### config.mk
export PLATFORM = sky130hd
export DESIGN_NAME = alu_ctrl_seq
export DESIGN_NICKNAME = d
export VERILOG_FILES = /design/src/rtl/alu_ctrl_pkg.sv /design/src/rtl/mdu_seq.sv /design/src/rtl/alu_ctrl_seq.sv
export SDC_FILE = /design/constraint.sdc
export NUM_CORES = 1
export LEC_CHECK = 0
export ABC_CLOCK_PERIOD_IN_PS = 6570
export CAP_MARGIN = 0
export CORE_MARGIN = 2
export CORE_UTILIZATION = 30
export DETAILED_ROUTE_END_ITERATION = 8
export PLACE_DENSITY = 0.66
export SYNTH_ARGS = -nofsm -noshare
export SYNTH_HDL_FRONTEND = slang
export SYNTH_SLANG_ARGS = --single-unit
### constraint.sdc
create_clock -name clk -period 6.57 [get_ports clk]
set_input_delay 1.6425 -clock clk [delete_from_list [all_inputs] [get_ports clk]]
set_output_delay 1.6425 -clock clk [all_outputs]
set_load 0.02 [all_outputs]
### src/rtl/alu_ctrl_pkg.sv
// Shared constants and types for the ALU control decoder and its multiply/divide sequencer.
// Holds ALU control codes, R-type funct values, ALUop classes and the sequencer state type.
package alu_ctrl_pkg;

    localparam logic [3:0] CTRL_AND  = 4'b0000;
    localparam logic [3:0] CTRL_OR   = 4'b0001;
    localparam logic [3:0] CTRL_ADD  = 4'b0010;
    localparam logic [3:0] CTRL_ADDU = 4'b0011;
    localparam logic [3:0] CTRL_SLL  = 4'b0100;
    localparam logic [3:0] CTRL_SLTU = 4'b0101;
    localparam logic [3:0] CTRL_SUB  = 4'b0110;
    localparam logic [3:0] CTRL_SLT  = 4'b0111;
    localparam logic [3:0] CTRL_SUBU = 4'b1000;
    localparam logic [3:0] CTRL_MDU  = 4'b1001;
    localparam logic [3:0] CTRL_NOR  = 4'b1100;

    localparam logic [5:0] FUNCT_SLL   = 6'b000000;
    localparam logic [5:0] FUNCT_MFHI  = 6'b010000;
    localparam logic [5:0] FUNCT_MFLO  = 6'b010010;
    localparam logic [5:0] FUNCT_MULT  = 6'b011000;
    localparam logic [5:0] FUNCT_MULTU = 6'b011001;
    localparam logic [5:0] FUNCT_DIV   = 6'b011010;
    localparam logic [5:0] FUNCT_DIVU  = 6'b011011;
    localparam logic [5:0] FUNCT_ADD   = 6'b100000;
    localparam logic [5:0] FUNCT_ADDU  = 6'b100001;
    localparam logic [5:0] FUNCT_SUB   = 6'b100010;
    localparam logic [5:0] FUNCT_SUBU  = 6'b100011;
    localparam logic [5:0] FUNCT_AND   = 6'b100100;
    localparam logic [5:0] FUNCT_OR    = 6'b100101;
    localparam logic [5:0] FUNCT_NOR   = 6'b100111;
    localparam logic [5:0] FUNCT_SLT   = 6'b101010;
    localparam logic [5:0] FUNCT_SLTU  = 6'b101011;

    localparam logic [1:0] ALUOP_ADD   = 2'b00;
    localparam logic [1:0] ALUOP_SUB   = 2'b01;
    localparam logic [1:0] ALUOP_RTYPE = 2'b10;
    localparam logic [1:0] ALUOP_OR    = 2'b11;

    // Low two funct bits of an MDU instruction select the operation directly.
    typedef enum logic [1:0] {
        MDU_MULT  = 2'b00,
        MDU_MULTU = 2'b01,
        MDU_DIV   = 2'b10,
        MDU_DIVU  = 2'b11
    } mdu_op_t;

    typedef enum logic {
        S_IDLE = 1'b0,
        S_BUSY = 1'b1
    } seq_state_t;

    function automatic logic is_mdu_funct(input logic [5:0] f);
        return f[5:2] == 4'b0110;
    endfunction

    function automatic logic is_mfhilo_funct(input logic [5:0] f);
        return (f == FUNCT_MFHI) || (f == FUNCT_MFLO);
    endfunction

endpackage

### src/rtl/mdu_seq.sv
// Multiply/divide sequencer: holds busy for the op latency, then pulses hilo_we once.
// Two-process IDLE/BUSY FSM with a down-counter loaded at acceptance.
module mdu_seq
    import alu_ctrl_pkg::*;
#(
    parameter int MUL_LAT = 4,
    parameter int DIV_LAT = 8
) (
    input  logic       clk,
    input  logic       rst_n,
    input  logic       i_start,
    input  logic [1:0] i_op,
    output logic       o_busy,
    output logic [1:0] o_mdu_op,
    output logic       o_hilo_we
);

    localparam int MAX_LAT = (MUL_LAT > DIV_LAT) ? MUL_LAT : DIV_LAT;
    localparam int CNT_W   = $clog2(MAX_LAT + 1);

    localparam logic [CNT_W-1:0] MUL_LOAD = CNT_W'(MUL_LAT - 1);
    localparam logic [CNT_W-1:0] DIV_LOAD = CNT_W'(DIV_LAT - 1);

    seq_state_t       r_state;
    seq_state_t       w_state_nxt;
    logic [CNT_W-1:0] r_cnt;
    logic [CNT_W-1:0] w_cnt_nxt;
    logic [1:0]       r_op;
    logic [1:0]       w_op_nxt;
    logic             r_hilo_we;
    logic             w_hilo_we_nxt;

    // NOTE: every signal written here gets a default first, so no path can infer a latch.
    always_comb begin
        w_state_nxt   = r_state;
        w_cnt_nxt     = r_cnt;
        w_op_nxt      = r_op;
        w_hilo_we_nxt = 1'b0;
        case (r_state)
            S_IDLE: begin
                if (i_start) begin
                    w_state_nxt = S_BUSY;
                    w_op_nxt    = i_op;
                    // Bit 1 clear means MULT/MULTU, set means DIV/DIVU.
                    w_cnt_nxt   = i_op[1] ? DIV_LOAD : MUL_LOAD;
                end
            end
            S_BUSY: begin
                if (r_cnt == '0) begin
                    w_state_nxt   = S_IDLE;
                    w_hilo_we_nxt = 1'b1;
                end else begin
                    w_cnt_nxt = r_cnt - 1'b1;
                end
            end
            default: begin
                w_state_nxt = S_IDLE;
            end
        endcase
    end

    // NOTE: sequential state uses non-blocking assignments; reset is sampled on the clock edge.
    always_ff @(posedge clk) begin
        if (!rst_n) begin
            r_state   <= S_IDLE;
            r_cnt     <= '0;
            r_op      <= MDU_MULT;
            r_hilo_we <= 1'b0;
        end else begin
            r_state   <= w_state_nxt;
            r_cnt     <= w_cnt_nxt;
            r_op      <= w_op_nxt;
            r_hilo_we <= w_hilo_we_nxt;
        end
    end

    assign o_busy    = (r_state == S_BUSY);
    assign o_mdu_op  = r_op;
    assign o_hilo_we = r_hilo_we;

endmodule

### src/rtl/alu_ctrl_seq.sv
// ALU control decoder with MDU hazard stall; the multiply/divide timing lives in mdu_seq.
// Control, illegal and stall are combinational; busy, mdu_op and hilo_we are registered.
module alu_ctrl_seq
    import alu_ctrl_pkg::*;
#(
    parameter int CTRL_W  = 4,
    parameter int MUL_LAT = 4,
    parameter int DIV_LAT = 8
) (
    input  logic              clk,
    input  logic              rst_n,
    input  logic              valid,
    input  logic [1:0]        ALUop,
    input  logic [5:0]        funct,
    output logic [CTRL_W-1:0] Control,
    output logic              illegal,
    output logic              stall,
    output logic              busy,
    output logic [1:0]        mdu_op,
    output logic              hilo_we
);

    logic [3:0] w_code;
    logic       w_undef;
    logic       w_is_mdu;
    logic       w_is_mf;
    logic       w_start;
    logic       w_busy;
    logic       w_hilo_we;
    logic [1:0] w_mdu_op;

    always_comb begin
        w_code  = CTRL_ADD;
        w_undef = 1'b0;
        case (ALUop)
            ALUOP_ADD: w_code = CTRL_ADD;
            ALUOP_SUB: w_code = CTRL_SUB;
            ALUOP_OR:  w_code = CTRL_OR;
            ALUOP_RTYPE: begin
                case (funct)
                    FUNCT_ADD:   w_code = CTRL_ADD;
                    FUNCT_ADDU:  w_code = CTRL_ADDU;
                    FUNCT_SUB:   w_code = CTRL_SUB;
                    FUNCT_SUBU:  w_code = CTRL_SUBU;
                    FUNCT_AND:   w_code = CTRL_AND;
                    FUNCT_OR:    w_code = CTRL_OR;
                    FUNCT_NOR:   w_code = CTRL_NOR;
                    FUNCT_SLL:   w_code = CTRL_SLL;
                    FUNCT_SLT:   w_code = CTRL_SLT;
                    FUNCT_SLTU:  w_code = CTRL_SLTU;
                    FUNCT_MULT, FUNCT_MULTU, FUNCT_DIV, FUNCT_DIVU,
                    FUNCT_MFHI, FUNCT_MFLO:
                                 w_code = CTRL_MDU;
                    default:     w_undef = 1'b1;
                endcase
            end
            default: w_code = CTRL_ADD;
        endcase
    end

    assign Control = w_undef ? {CTRL_W{1'b1}} : CTRL_W'(w_code);
    assign illegal = valid & w_undef;

    // MDU-class funct codes only mean anything on R-type instructions.
    assign w_is_mdu = (ALUop == ALUOP_RTYPE) && is_mdu_funct(funct);
    assign w_is_mf  = (ALUop == ALUOP_RTYPE) && is_mfhilo_funct(funct);

    // Covering the hilo_we cycle keeps a new op from racing the pending HI/LO write.
    assign stall   = valid & (w_is_mdu | w_is_mf) & (w_busy | w_hilo_we);
    assign w_start = valid & w_is_mdu & ~stall;

    mdu_seq #(
        .MUL_LAT (MUL_LAT),
        .DIV_LAT (DIV_LAT)
    ) u_mdu_seq (
        .clk       (clk),
        .rst_n     (rst_n),
        .i_start   (w_start),
        .i_op      (funct[1:0]),
        .o_busy    (w_busy),
        .o_mdu_op  (w_mdu_op),
        .o_hilo_we (w_hilo_we)
    );

    assign busy    = w_busy;
    assign mdu_op  = w_mdu_op;
    assign hilo_we = w_hilo_we;

endmodule

==> flow_summary_export.csv, run 1 <==
group,metric,value,unit
route,wl_per_cell,11.7,um
die,core_area,2170,um2
worst_setup_path,cp.required,4.93,ns
worst_setup_path,crit_start,"funct[3]",
cells_and_area,seqCellArea,160,um2
route,vias,681,
worst_setup_path,cp_max_fo,11,
synthesis,ys_types,40,
route,wirelength,1.52,mm
worst_setup_path,rr_startpoint,"u_mdu_seq.r_cnt[0]$_SDFFE_PN0P_",
worst_setup_path,r2r_slack,4.99,ns
synthesis,synth_simple_gate_area_share,40.6,%
min_path,worstHoldPathCells,2,
worst_setup_path,end_kind,"output port",
synthesis,synth_mux_area_share,4.41,%
worst_setup_path,path_class,"input pin to output port",
sta,fin_crit,5.46,ns
place,globalplace.congestion,0.781,
global_routing,grt_pass1_wl,2.55,mm
clocking,cts_tree,"yes",
cells_and_area,nets,116,
clocking,hold_buffers,0,
clocking,clock_latency,0.25,ns
global_routing,grt_max_degree,13,
synthesis,synthXorXnorAreaFrac,0,%
status,status,"completed",
worst_setup_path,r2r_cells,6,
synthesis,synth_compound_area_share,20.8,%
cells_and_area,diodes,0,
cells_and_area,multi_input_area,460,um2
clocking,path_clk_slew,0.05,ns
die,start_util,31.4,%
place,portBuffers,20,
synthesis,synth_top_family_by_area,"simple AND/OR/NAND/NOR gates",
die,die_area,2670,um2
die,die_h,51.6,um
clocking,clockRootBuffer,"clkbuf_4",
cells_and_area,syn_to_final_growth,31.8,%
clocking,cts_resized,0,
synthesis,synth_fa_ha_area_share,1.84,%
route,dr.first_iter.drc_count,7,
sta,clock.fmax,183,MHz
clocking,cts_buffers,3,
clocking,clock_sinks,8,
clocking,cts_buffer_depth,2,
synthesis,ys_seq_area_share,23.5,%
global_routing,grt-ovfl-total,0,
cells_and_area,fin_util,41.3,%
synthesis,syn_inst,85,
clocking,htreeDepth,1,
job,maxCapViolCount,0,
power,vdd_drop_max,0.107,mV
clocking,postCtsSetupBuffers,0,
global_routing,antenna_found_initial,0,
cells_and_area,drive_gt1_share,6.86,%
sta,max-slew-margin-rel,68.5,%
worst_setup_path,arrival,3.82,ns
synthesis,synth_nets,97,
synthesis,postSynthAreaPerCell,8.01,um2
place,hpwl,1.15,mm
die,fp.dieW,51.6,um
global_routing,grt_pass1_vias,612,
sta,slew_violations,0,
sta,post-route-period-util,83.1,%
global_routing,track_usage,12.2,%
sta,worstMarginPinSlew,0.469,ns
power,p_leak,0.331,nW
min_path,min_path_type,"register to register",
route,dr.pass1.iters,4,
synthesis,ys_warn_count,0,
route,drc_errors,0,
min_path,hp-start,"u_mdu_seq.o_mdu_op[0]$_SDFFE_PN0P_",
worst_setup_path,startpoint_type,"input pin",
cells_and_area,fill_cells,237,
sta,grt_setup_unrepaired,"no",
route,via_per_inst,5.24,
die,io_pins,21,
synthesis,synth_area,681,um2
sta,fin_tns_setup,0,ns
sta,setup-violations-final,0,
die,rows,17,
sta,finalHoldViolations,0,
sta,skew,0.000305,ns
route,ant_nets,0,
power,powerDensity,131,nW/um2
synthesis,ys_seq_elements,8,
-- logic make-up (layout without fill, tap and decap cells) --
family | count (synthesis) | in the layout
DFF | 8 | 8
AOI/OAI and AO/OA | 20 | 20
buffers and inverters | 11 | 28
and+or+nand+nor | 42 | 42
adders and majority gates | 1 | 1
muxes | 3 | 3
-- worst max-delay path, stage by stage --
cell and delay [ns]:
clkdlybuf4s50_1 0.71, nor2b_4 0.08, or4b_4 0.50, and4_4 0.21
a21o_1 0.15, clkdlybuf4s50_1 0.53
-- synthesized netlist by cell type --
library cell / n / area [um2]
a211oi_1: 3 / 22.5
a21o_1: 2 / 15.0
a21oi_1: 2 / 10.0
a2bb2oi_1: 1 / 8.76
a311oi_1: 1 / 8.76
a31oi_1: 2 / 12.5
and2_1: 2 / 12.5
and3_1: 1 / 6.26
and3b_1: 2 / 17.5
and4_4: 1 / 11.3
buf_2: 3 / 15.0
buf_6: 2 / 22.5
clkbuf_1: 1 / 3.75
dfxtp_1: 8 / 160
ha_1: 1 / 12.5
inv_1: 5 / 18.8
mux2i_1: 3 / 30.0
nand2_1: 5 / 18.8
nand2b_1: 3 / 18.8
nand3_1: 1 / 5.00
nand3b_1: 2 / 15.0
nand4bb_1: 1 / 11.3
nor2_1: 8 / 30.0
nor2b_1: 1 / 6.26
nor2b_4: 1 / 13.8
nor3_1: 5 / 25.0
nor3b_1: 2 / 15.0
nor4_1: 2 / 12.5
nor4_4: 1 / 21.3
nor4b_1: 1 / 8.76
o21ai_0: 3 / 15.0
o21ai_1: 1 / 5.00
o21bai_1: 1 / 7.51
o221a_1: 1 / 11.3
o2bb2ai_1: 1 / 8.76
o31a_1: 1 / 8.76
o31ai_1: 1 / 7.51
or2_1: 1 / 6.26
or2b_1: 1 / 7.51
or4b_4: 1 / 13.8
-- report_power, final --
group | internal, W | leakage [nW] | total [W] | switching (W)
sequential | 0.0000488 | 0.0644 | 0.0000490 | 0.000000200
combinational | 0.0000167 | 0.253 | 0.0000328 | 0.0000161
clock | 0.0000208 | 0.0138 | 0.0000359 | 0.0000151
total | 0.0000863 | 0.331 | 0.000118 | 0.0000314
-- registers in the layout (all words and copies together), names as in the netlist --
signal and flops:
u_mdu_seq.o_mdu_op 2, u_mdu_seq.o_hilo_we 1, u_mdu_seq.r_cnt 4, u_mdu_seq.o_busy 1
-- final cells by class --
type	count	area share, %
tap	28	3.91
timing repair buffer	20	22.3
multi-input combinational	66	51.3
inverter	5	2.09
clock buffer	3	2.51
sequential	8	17.9
-- final timing paths --
path,to
worst max-delay path,Control[0]
worst min-delay path,u_mdu_seq.o_mdu_op[0]$_SDFFE_PN0P_
worst max register to register,u_mdu_seq.r_cnt[3]$_SDFFE_PN0P_
worst min register to register,u_mdu_seq.o_mdu_op[0]$_SDFFE_PN0P_
-- placed cells by master, fill, tap and decap left out, types with 2 or more instances in the layout --
master           count
nand2_1              5
and3b_1              2
a211oi_1             3
a21oi_1              2
nor3b_1              2
nor3_1               5
and2_1               2
mux2i_1              3
a31oi_1              2
clkdlybuf4s50_1     20
nand3b_1             2
inv_1                5
nor4_1               2
nand2b_1             3
clkbuf_4             3
o21ai_0              3
nor2_1               8
dfxtp_1              8
a21o_1               2
-- per-stage QoR --
stage               area, um2  worst slack, ns   power, W  instances  hold slack [ns]
finish                    897             1.11   0.000118        130            0.498
global route              897             1.01   0.000124        130            0.521
CTS                       897             1.11   0.000119        130            0.492
detailed placement        875             1.11  0.0000828        127            0.485
global placement          875             1.11  0.0000826        127            0.475
floorplan                 681             2.05  0.0000703         85            0.446
-- per-layer routing --
metal	part of all wire (%)	up-vias	global-route usage [%]
li1	-	350	-
met1	45	313	14.8
met3	5.2	3	1.44
met4	1.6	0	5.26
met2	48	15	21.6
met5	0	-	0
Power figures use the tool's default switching activity.
==> inputs of run 2 (changes only) <==
- ABC_CLOCK_PERIOD_IN_PS: 6570 -> 4650
- PLACE_DENSITY: 0.66 -> 0.69
- clock period: 6.57 -> 4.65 ns (I/O delays scaled with it)
==> flow_summary_export.csv, run 2 (same netlist as run 1, synthesis figures left out) <==
group,metric,value,unit
status,status,"completed",
die,fp.dieW,51.6,um
clocking,path_clk_slew,0.05,ns
power,powerDensity,183,nW/um2
place,hpwl,1.32,mm
clocking,htreeDepth,1,
clocking,clock_latency,0.25,ns
sta,clock.fmax,226,MHz
cells_and_area,diodes,0,
cells_and_area,multi_input_area,460,um2
sta,grt_setup_unrepaired,"no",
clocking,cts_resized,0,
global_routing,grt_pass1_wl,2.79,mm
sta,setup-violations-final,0,
clocking,postCtsSetupBuffers,0,
route,ant_nets,0,
place,portBuffers,20,
die,die_area,2670,um2
route,dr.first_iter.drc_count,14,
cells_and_area,mostFrequentLayoutCells,"clkdlybuf4s50_1 (20), nor2_1 (8), dfxtp_1 (8)",
route,vias,706,
min_path,min_path_type,"register to register",
sta,slew_violations,0,
cells_and_area,layout_commonest_cell,"clkdlybuf4s50_1",
clocking,cts_buffers,3,
sta,fin_tns_setup,0,ns
cells_and_area,syn_to_final_growth,37.3,%
global_routing,grt_max_degree,13,
route,dr.pass1.iters,4,
worst_setup_path,cp_max_fo,12,
power,vdd_drop_max,0.108,mV
sta,finalHoldViolations,0,
clocking,clockRootBuffer,"clkbuf_4",
clocking,clock_sinks,8,
job,maxCapViolCount,0,
global_routing,track_usage,13.6,%
global_routing,grt_pass1_vias,681,
clocking,hold_buffers,0,
sta,fin_crit,4.42,ns
cells_and_area,drive_gt1_share,11.2,%
place,dpl-instance-area,912,um2
die,start_util,31.4,%
cells_and_area,fill_cells,240,
worst_setup_path,startpoint_type,"input pin",
die,die_h,51.6,um
power,p_leak,0.355,nW
sta,worstMarginPinSlew,0.423,ns
worst_setup_path,path_class,"input pin to output port",
sta,skew,0.000922,ns
global_routing,grt-ovfl-total,0,
die,rows,17,
clocking,cts_tree,"yes",
sta,max-slew-margin-rel,71.6,%
sta,fin_ws,0.234,ns
cells_and_area,final_area,935,um2
cells_and_area,largest_register_ffs,4,
cells_and_area,seqCellArea,160,um2
cells_and_area,nets,121,
cells_and_area,top_register,"u_mdu_seq.r_cnt",
worst_setup_path,arrival,3.25,ns
worst_setup_path,end_kind,"output port",
route,drc_errors,0,
worst_setup_path,cp.required,3.49,ns
global_routing,antenna_found_initial,0,
clocking,cts_buffer_depth,2,
route,wirelength,1.64,mm
route,wl_per_cell,12.1,um
sta,post-route-period-util,95.0,%
route,via_per_inst,5.23,
die,io_pins,21,
place,place_ws,0.248,ns
place,globalplace.congestion,0.883,
die,core_area,2170,um2
-- run 2: cell types whose count changed in the layout (fill, tap and decap cells not counted), sizes merged --
cell	before	now
buf	0	5
-- run 2: path summary, 6_finish.rpt --
| check | from | end | slack, ns | cells after the start |
|---|---|---|---|---|
| worst max register to register | u_mdu_seq.r_cnt[0]$_SDFFE_PN0P_ | u_mdu_seq.r_cnt[3]$_SDFFE_PN0P_ | 3.09 | 6 |
| worst min register to register | u_mdu_seq.r_cnt[3]$_SDFFE_PN0P_ | u_mdu_seq.o_hilo_we$_SDFF_PN0_ | 0.50 | 1 |
| worst min-delay path | u_mdu_seq.r_cnt[3]$_SDFFE_PN0P_ | u_mdu_seq.o_hilo_we$_SDFF_PN0_ | 0.50 | 1 |
| worst max-delay path | funct[5] | Control[3] | 0.23 | 5 |
-- run 2: final cells by class --
cell class | instances | area share, %
clock buffer | 3 | 2.41
inverter | 5 | 2.01
multi-input combinational | 66 | 49.3
sequential | 8 | 17.1
tap | 28 | 3.75
timing repair buffer | 25 | 25.4
-- run 2: power breakdown --
| group | total [W] | switching [W] | internal [W] |
|---|---|---|---|
| Clock | 0.0000513 | 0.0000219 | 0.0000294 |
| Sequential | 0.0000692 | 0.000000280 | 0.0000689 |
| Combinational | 0.0000504 | 0.0000240 | 0.0000263 |
-- run 2: stage by stage --
stage / std cells / hold WS, ns / total power (W) / util [%]
after floorplan: 85 / 0.446 / 0.0000994 / -
after global placement: 132 / 0.474 / 0.000120 / 42.0
after detailed placement: 132 / 0.492 / 0.000121 / 42.0
after CTS: 135 / 0.502 / 0.000174 / 43.1
after global routing: 135 / 0.528 / 0.000183 / 43.1
final: 135 / 0.496 / 0.000171 / 43.1
-- run 2: worst max-delay path, stage by stage --
cell             delay, ns
clkdlybuf4s50_1       0.59
or4b_4                0.61
and4_4                0.21
a21o_1                0.16
clkdlybuf4s50_1       0.53
-- run 2: routing by layer --
layer	GRT usage [%]	up-vias	wire [um]
li1	-	354	-
met1	16.0	327	704
met2	23.9	23	843
met3	1.44	2	73
met4	7.46	0	15
met5	0	-	0
